## config.mk

```make
export PLATFORM = sky130hd
export DESIGN_NAME = ee354_project_top
export DESIGN_NICKNAME = d
export VERILOG_FILES = /design/src/rtl/ee354_project_top.sv
export SDC_FILE = /design/constraint.sdc
export NUM_CORES = 1
export LEC_CHECK = 0
export BUFFER_PORTS_ARGS = -buffer_cell sky130_fd_sc_hd__buf_2
export CAP_MARGIN = 10
export CORE_UTILIZATION = 60
export CTS_CLUSTER_DIAMETER = 100
export DETAILED_ROUTE_END_ITERATION = 7
export PLACE_DENSITY = 0.88
export SLEW_MARGIN = 0
export SYNTH_ARGS = -nofsm -noshare
export SYNTH_HDL_FRONTEND = slang
export SYNTH_SLANG_ARGS = --single-unit
```

## constraint.sdc

```tcl
create_clock -name ClkPort -period 5 [get_ports ClkPort]
set_input_delay 1 -clock ClkPort [delete_from_list [all_inputs] [get_ports ClkPort]]
set_output_delay 1 -clock ClkPort [all_outputs]
set_load 0.005 [all_outputs]
```

## src/rtl/ee354_project_top.sv

```systemverilog
// Snake on a 16x16 grid: buttons steer, a free-running counter paces moves,
// wall or body contact loses, LFSR-placed food grows the snake, length 16 wins.
module ee354_project_top #(
    parameter int TICK_W = 24
) (
    input  logic ClkPort,
    input  logic BtnC,
    input  logic BtnU,
    input  logic BtnD,
    input  logic BtnL,
    input  logic BtnR,
    output logic Ld0,
    output logic Ld1,
    output logic Ld2,
    output logic Ld3,
    output logic An0,
    output logic An1,
    output logic An2,
    output logic An3,
    output logic An4,
    output logic An5,
    output logic An6,
    output logic An7,
    output logic Ca,
    output logic Cb,
    output logic Cc,
    output logic Cd,
    output logic Ce,
    output logic Cf,
    output logic Cg,
    output logic Dp
);

    // Counter must reach bit 17 for the digit mux even with short ticks.
    localparam int CNT_W = (TICK_W > 18) ? TICK_W : 18;

    typedef enum logic [1:0] {INI, RUN, LOSE, WIN} state_t;
    typedef enum logic [1:0] {DIR_UP, DIR_DOWN, DIR_LEFT, DIR_RIGHT} dir_t;
    typedef struct packed {
        logic [3:0] x;
        logic [3:0] y;
    } pos_t;

    localparam logic [127:0] SEG_INIT = {{14{8'h9A}}, 8'h99, 8'h98};
    localparam logic [7:0]   FOOD_INIT = 8'h22;
    localparam logic [7:0]   LFSR_SEED = 8'h01;

    state_t           state, state_nxt;
    dir_t             dir;
    pos_t [15:0]      seg;
    logic [4:0]       length;
    logic [7:0]       score;
    pos_t             food;
    logic [7:0]       lfsr, lfsr_nxt;
    logic [CNT_W-1:0] cnt;
    logic             disp_on;

    pos_t head_nxt;
    logic tick, wall_hit, body_hit, eat, move;

    assign tick     = (state == RUN) && (&cnt[TICK_W-1:0]);
    assign lfsr_nxt = {lfsr[6:0], lfsr[7] ^ lfsr[5] ^ lfsr[4] ^ lfsr[3]};

    always_comb begin
        head_nxt = seg[0];
        wall_hit = 1'b0;
        unique case (dir)
            DIR_UP: begin
                wall_hit   = (seg[0].y == 4'd0);
                head_nxt.y = seg[0].y - 4'd1;
            end
            DIR_DOWN: begin
                wall_hit   = (seg[0].y == 4'd15);
                head_nxt.y = seg[0].y + 4'd1;
            end
            DIR_LEFT: begin
                wall_hit   = (seg[0].x == 4'd0);
                head_nxt.x = seg[0].x - 4'd1;
            end
            DIR_RIGHT: begin
                wall_hit   = (seg[0].x == 4'd15);
                head_nxt.x = seg[0].x + 4'd1;
            end
        endcase
    end

    // The tail cell (length-1) is skipped: it vacates on the same move.
    always_comb begin
        body_hit = 1'b0;
        for (int i = 1; i < 15; i++) begin
            if ((5'(i) < length - 5'd1) && (seg[i] == head_nxt)) body_hit = 1'b1;
        end
    end

    assign eat  = (head_nxt == food);
    assign move = tick && !wall_hit && !body_hit;

    always_comb begin
        state_nxt = state;
        unique case (state)
            INI: state_nxt = RUN;
            RUN: begin
                if (tick) begin
                    if (wall_hit || body_hit)        state_nxt = LOSE;
                    else if (eat && length == 5'd15) state_nxt = WIN;
                end
            end
            default: state_nxt = state;
        endcase
    end

    always_ff @(posedge ClkPort or negedge BtnC) begin
        if (!BtnC) begin
            state   <= INI;
            dir     <= DIR_UP;
            seg     <= SEG_INIT;
            length  <= 5'd3;
            score   <= 8'd0;
            food    <= pos_t'(FOOD_INIT);
            lfsr    <= LFSR_SEED;
            cnt     <= '0;
            disp_on <= 1'b0;
        end else begin
            state   <= state_nxt;
            lfsr    <= lfsr_nxt;
            disp_on <= 1'b1;
            cnt     <= (state == INI) ? '0 : cnt + 1'b1;
            if (state == RUN) begin
                if (BtnU)      dir <= DIR_UP;
                else if (BtnD) dir <= DIR_DOWN;
                else if (BtnL) dir <= DIR_LEFT;
                else if (BtnR) dir <= DIR_RIGHT;
            end
            // Shifting all 16 cells keeps the old tail in seg[length] for growth.
            if (move) begin
                seg <= {seg[14:0], head_nxt};
                if (eat) begin
                    length <= length + 5'd1;
                    score  <= score + 8'd1;
                    food   <= pos_t'(lfsr_nxt);
                end
            end
        end
    end

    logic [3:0] nib;
    logic [6:0] cath;

    assign nib = cnt[17] ? score[7:4] : score[3:0];

    always_comb begin
        cath = 7'b1111111;
        unique case (nib)
            4'h0: cath = 7'b0000001;
            4'h1: cath = 7'b1001111;
            4'h2: cath = 7'b0010010;
            4'h3: cath = 7'b0000110;
            4'h4: cath = 7'b1001100;
            4'h5: cath = 7'b0100100;
            4'h6: cath = 7'b0100000;
            4'h7: cath = 7'b0001111;
            4'h8: cath = 7'b0000000;
            4'h9: cath = 7'b0000100;
            4'hA: cath = 7'b0001000;
            4'hB: cath = 7'b1100000;
            4'hC: cath = 7'b0110001;
            4'hD: cath = 7'b1000010;
            4'hE: cath = 7'b0110000;
            4'hF: cath = 7'b0111000;
        endcase
    end

    assign {Ca, Cb, Cc, Cd, Ce, Cf, Cg} = cath;
    assign Dp  = 1'b1;
    assign An0 = ~(disp_on & ~cnt[17]);
    assign An1 = ~(disp_on & cnt[17]);
    assign {An7, An6, An5, An4, An3, An2} = 6'b111111;

    assign Ld0 = (state == INI);
    assign Ld1 = (state == RUN);
    assign Ld2 = (state == LOSE);
    assign Ld3 = (state == WIN);

endmodule

```

==> run metrics, run 1 <==
setup bufs post-CTS 0; Yosys top cell area share roughly 28%; Yosys reg bits 178; most used cell, CP buf_4; max-slew violation count 0; area leader, netlist dfrtp_1; initial detailed-routing violation count 595; clock buffer depth 2; Critical Path End Type flip-flop; most frequent cells in the layout dfrtp_1, mux2_2, xnor2_1, xor2_1, dfstp_2; ys flop type dfrtp_1; slew at the pin with the worst max-slew slack 0.954 ns; worst path required time between 5 and 6 ns; Final Hold Violating Endpoints 0; slew margin rel. 36.4%; synthesized area 10400 um2; WP data arrival 4.95 ns; min-delay src lfsr[1]; # resized after CTS 0; Post-DRT Antenna Nets 0; slowest stage cell on the critical path fa_1; nets approximately 960; number of flops mapped to enable cells by yosys 0; Tcrit/Tclk final 92.6%; initial antenna violation count 0; CORE AREA about 17000 um2; Async SR Flop Fraction 100%; hold_buf cts 0; post-layout instance area 11200 um2; antenna cells 0; global-route wire length before repair 37400 um; Fin Setup TNS 0 ns; gr usage total 27.0%; syn avg cell area 11.1 um2; vias around 7000; Mapped Cells 933; Crit Path Class reg2reg; CTS root buffer clkbuf_16; TritonCTS Buffers 17; leading cell type in the layout, fill and taps excluded dfrtp_1; Via-to-Cell Ratio 6.02; clock sink count 178; hold slack 0.379 ns; status complete, no violations; clk_lat worst skew 0.44 ns; H-tree depth 4; hpwl dp 15100 um; Critical Path Source Type flip-flop; Cell Chain, Critical Path buf_4, nand2_1, inv_1, fa_1, buf_4, xnor2_1, nor3_1, o2bb2ai_1, nand4_1, or4_1, nand4_1, or4b_1, buf_4, or2_4, buf_4, mux2_2; drt wl/cell approximately 19 um; Die Y 133 um; vias in the first global route 7149; Residual DRC 0; worst min-delay path class reg2reg; layout cells sized above 1 27.3%; Lkg Pwr 5.12 nW; crit path from dir[1]; flop2flop setup slack 0.37 ns; Final min period ~4.6 ns; Initial Util 62.0%; dpl cell area 10600 um2; Clock Skew slightly above 0.009 ns; top post-synthesis cells by area dfrtp_1, dfstp_2, mux2_2; Worst path max stage delay 0.73 ns; MaxCap Viol Count 0; crit-path max FO 40; Layout area overhead 8.25%; register area share after synthesis approximately 44%; IO buf count 18; die width 133 um; TritonCTS clock tree done; I/O Pins 26; routability congestion estimate 0.884; Pre-antenna DRT Iters 6; Clock transition at path regs 0.07 ns; worst ir drop on vdd 0.254 mV; pin count of the biggest net entering global routing 106; GRT overflow 0; number of distinct library cells after synthesis 77; r2r startpoint dir[1]; Final setup viols 0; Synth Warn # 0; pwr dens approximately 270 nW/um2; drt total wl 22700 um; Total Die Area 17800 um2; Max Freq 0.216 GHz; row count 47; RSZ-0062 raised after global routing no
-- registers in the layout (all words and copies together), names as in the netlist --
| signal | flops |
|---|---|
| lfsr | 8 |
| food | 8 |
| dir | 2 |
| disp_on | 1 |
| seg | 120 |
| cnt | 24 |
| score | 8 |
| length | 5 |
| state | 2 |
-- final timing paths --
path / cells after the start / to
worst max-delay path: 16 / seg[98]
worst max register to register: 16 / seg[98]
worst min register to register: 0 / lfsr[2]
min in group asynchronous: 1 / cnt[5]
worst min-delay path: 0 / lfsr[2]
max in group asynchronous: 2 / seg[23]
-- metal layers --
layer	vias up	share of wire, %	global-route usage, %
li1	3238	-	-
met2	234	48	42.7
met5	-	0	0
met3	44	5.2	6.16
met1	3515	44	36.2
met4	0	2.6	10.6
-- where the power goes --
group	total, W	internal, W	switching (W)
Sequential	0.00145	0.00144	0.00000215
Clock	0.00143	0.000848	0.000578
Combinational	0.000157	0.0000520	0.000104
Total	0.00303	0.00234	0.000685
-- logic make-up (layout without fill, tap and decap cells) --
kind of cell	Yosys count	after routing	synth area share, %
and+or+nand+nor	228	228	11.6
xor gates and xnor gates	191	191	17.1
DFF	178	178	43.8
muxes	125	125	14.2
AOI/OAI and AO/OA	107	107	7.03
buffers and inverters	86	94	4.10
adders and majority gates	17	17	2.20
other	1	8	0.0362
-- worst max-delay path: cells and delay by family (launching register included) --
kind	cells	cell delay, ns
fa+ha+maj	1	0.73
buf+inv	5	1.13
xor+xnor	1	0.09
simple gates	7	1.49
mux	1	0.39
compound gates	1	0.23
flops	1	0.42
-- stage by stage --
stage | instances | utilization, % | power [W] | setup WS (ns)
after CTS | 1168 | 67.1 | 0.00304 | 0.407
after floorplan | 940 | - | 0.00157 | 0.522
after detailed placement | 1136 | 63.4 | 0.00162 | 0.533
after global placement | 1136 | 63.4 | 0.00162 | 0.589
final | 1168 | 67.1 | 0.00303 | 0.371
after global routing | 1168 | 67.1 | 0.00312 | 0.166
-- final cells by class --
type | count | area (um2)
clock inverters | 13 | 183
repair buffers | 38 | 259
clock buffers | 19 | 443
inverters | 24 | 90.1
well taps | 220 | 275
fillers | 1186 | 5490
flip-flops and latches | 178 | 4530
multi-input cells | 676 | 5430
-- synth_stat cells (all sizes together), types with 11 or more instances --
| cell type | n |
|---|---|
| nor4 | 14 |
| nand4 | 16 |
| nor3 | 22 |
| nand3 | 30 |
| a21oi | 13 |
| clkbuf | 21 |
| nand2 | 38 |
| xnor2 | 100 |
| inv | 24 |
| dfrtp | 114 |
| buf | 41 |
| mux2 | 118 |
| ha | 15 |
| o21ai | 38 |
| nor2 | 48 |
| and3 | 11 |
| dfstp | 64 |
| xor2 | 85 |
(Power assumes the default switching activity.)
==> run 2: changes to the inputs <==
--- a/config.mk
+++ b/config.mk
@@ -6,11 +6,12 @@
 export NUM_CORES = 1
 export LEC_CHECK = 0
 export BUFFER_PORTS_ARGS = -buffer_cell sky130_fd_sc_hd__buf_2
-export CAP_MARGIN = 10
+export CAP_MARGIN = 15
 export CORE_UTILIZATION = 60
 export CTS_CLUSTER_DIAMETER = 100
 export DETAILED_ROUTE_END_ITERATION = 7
 export PLACE_DENSITY = 0.88
+export REMOVE_ABC_BUFFERS = 1
 export SLEW_MARGIN = 0
 export SYNTH_ARGS = -nofsm -noshare
 export SYNTH_HDL_FRONTEND = slang
==> run 2 against run 1 <==
  * Worst hold slack improved by 0.012 ns
  * First-iteration DRC count rose by 7.6%
  * Global-route usage rose by 0.95 points
  * Sequential cell count unchanged
  * Fmax rose by 4.4%
  * Critical path type unchanged
  * Count of clock-buffer cells in the layout decreased by 1
  * Clock power decreased by 6%
  * Cell area increased by 0.16%
  * Die area is the same
  * Sequential share of layout area decreased by 0.063 points
  * Combinational power rose by 5%
  * Register-to-register slack better by 0.20 ns
==> run metrics, run 2 (synthesized netlist as in run 1, its figures left out) <==
most frequent cells in the layout dfrtp_1, mux2_2, xnor2_1, xor2_1, dfstp_2; CORE AREA 16700 um2 (unchanged); gr usage total 28.0% (+0.95 points); slowest stage cell on the critical path fa_1; Via-to-Cell Ratio 6.19 (+2.9%); clock sink count 178 (unchanged); pre-CTS WS 0.690 ns (+0.157 ns); MaxCap Viol Count 0 (unchanged); Pre-antenna DRT Iters 5 (-1); PnR worst setup slack 0.566 ns (+0.195 ns); pwr dens 262 nW/um2 (-2.9%); worst min-delay path class reg2reg; final core utilization 67.2% (+0.10 points); clk_lat worst skew 0.44 ns (about the same); slew margin rel. 50.9% (+14 points); internal power 0.00222 W (-5.5%); Max Freq 0.226 GHz (+4.4%); drt total wl 23300 um (+2.9%); initial antenna violation count 1 (+1); nets 963 (+0.52%); pin count of the biggest net entering global routing 122 (+15%); combinational power share 5.6% (+0.4 points); # resized after CTS 0 (unchanged); TritonCTS clock tree done; top routing layer used met5; hpwl dp 15600 um (+3.6%); Worst path max stage delay 0.96 ns (+0.23 ns); wl on met1 9950 um (-1.3%); Final Hold Violating Endpoints 0 (unchanged); metal2 WL 10900 um (+0.61%); vias 7266 (+3.3%); Die Y 133 um (unchanged); clock buffer depth 2 (unchanged); Crit Path Class reg2reg; Lkg Pwr 5.14 nW (+0.35%); slew at the pin with the worst max-slew slack 0.718 ns (-0.236 ns); antenna cells 0 (unchanged); clock share of power 45.3% (-1.8 points); routability congestion estimate 0.933 (+5.5%); setup bufs post-CTS 0 (unchanged); Initial Util 62.0% (unchanged); Residual DRC 0 (unchanged); Switching Power 0.000730 W (+6.5%); WP data arrival 4.76 ns (-0.19 ns); global-route wire length before repair 38600 um (+3.1%); Sw Ratio 24.8% (+2.2 points); Critical Path End Type flip-flop; die width 133 um (unchanged); TritonCTS Buffers 17 (unchanged); hold slack 0.391 ns (+0.0118 ns); initial detailed-routing violation count 640 (+7.6%); vias in the first global route 7337 (+2.6%); layout cells sized above 1 27.8% (+0.49 points); worst path required time 5.32 ns (about the same); Final min period 4.43 ns (-0.195 ns); Clock Skew 0.00767 ns (-0.00146 ns); Total Die Area 17800 um2 (unchanged); leading cell type in the layout, fill and taps excluded dfrtp_1; Tot Pwr 0.00295 W (-2.8%); hold_buf cts 0 (unchanged); Cell Chain, Critical Path inv_1, fa_1, buf_4, xor2_1, nand3_1, a2bb2oi_1, nor4_1, nand3_1, o311ai_0, nand4bb_1, or2_4, buf_4, mux2_2; routed wl met3 1710 um (+46%); RSZ-0062 raised after global routing no; row count 47 (unchanged); crit-path max FO 28 (-30%); placed cell count 1140 (+0.35%); Final setup viols 0 (unchanged); Post-Layout Cell Count 1173 (+0.43%); Critical Path Source Type flip-flop; drt wl/cell 19.9 um (+2.4%); GRT overflow 0 (unchanged); H-tree depth 4 (unchanged); Regs by FF count seg x120, cnt x24; power share of the sequential group 49.1% (+1.4 points); Largest register FFs 120 (unchanged); status complete, no violations; max-slew violation count 0 (unchanged); IO buf count 18 (unchanged); Clock transition at path regs 0.07 ns (about the same); Tcrit/Tclk final 88.7% (-3.9 points); I/O Pins 26 (unchanged); largest reg by FF count seg; Layout area overhead 8.42%; CTS root buffer clkbuf_16; Post-DRT Antenna Nets 0 (unchanged); worst ir drop on vdd 0.232 mV (-8.7%)
## run 2: changes by cell type in the layout (fill, tap and decap cells not counted), sizes merged
cell and change:
inv +6, clkbuf -1, clkinvlp -1, buf +5
clkinv -1, bufinv -3
## run 2: power groups by stage
stage / clock, W / combinational, W / sequential (W)
2_1_floorplan: 0 / 0.0000855 / 0.00147
3_3_place_gp: 0 / 0.000154 / 0.00147
3_5_place_dp: 0 / 0.000158 / 0.00147
4_1_cts: 0.00135 / 0.000160 / 0.00145
5_1_grt: 0.00141 / 0.000179 / 0.00144
6_report: 0.00134 / 0.000165 / 0.00145
## run 2: worst paths after layout
check,from,endpoint,slack (ns),cells after the start
max,seg[4],seg[104],0.57,13
min,lfsr[1],lfsr[2],0.39,0
max reg2reg,seg[4],seg[104],0.57,13
min reg2reg,lfsr[1],lfsr[2],0.39,0
max in group asynchronous,BtnC,lfsr[0],3.60,2
min in group asynchronous,BtnC,seg[64],0.52,1
## run 2: area by class of cell
cell class,instances,area (um2)
clock buffer,18,439
clock inverter,14,146
fill,1186,5470
inverter,24,90.1
multi-input combinational,676,5430
sequential,178,4530
tap,220,275
timing repair buffer,43,317
## run 2: per-layer routing
| metal | GRT usage (%) | up-vias |
|---|---|---|
| met5 | 0 | - |
| met4 | 12.4 | 2 |
| met3 | 6.58 | 75 |
| met2 | 43.5 | 307 |
| met1 | 37.4 | 3625 |
| li1 | - | 3257 |
## run 2: through the flow
stage	cell area, um2	setup TNS (ns)
after CTS	11200	0
after global routing	11200	0
after global placement	10600	0
final	11200	0
after floorplan	10000	-243.14
after detailed placement	10600	0
## run 2: worst max-delay path, delay by kind of cell (launching register included)
family / cells / cell delay [ns]
xor gates and xnor gates: 1 / 0.20
and+or+nand+nor: 5 / 1.07
buffers and inverters: 3 / 0.73
DFF: 1 / 0.53
AOI/OAI and AO/OA: 2 / 0.40
muxes: 1 / 0.39
adders and majority gates: 1 / 0.96
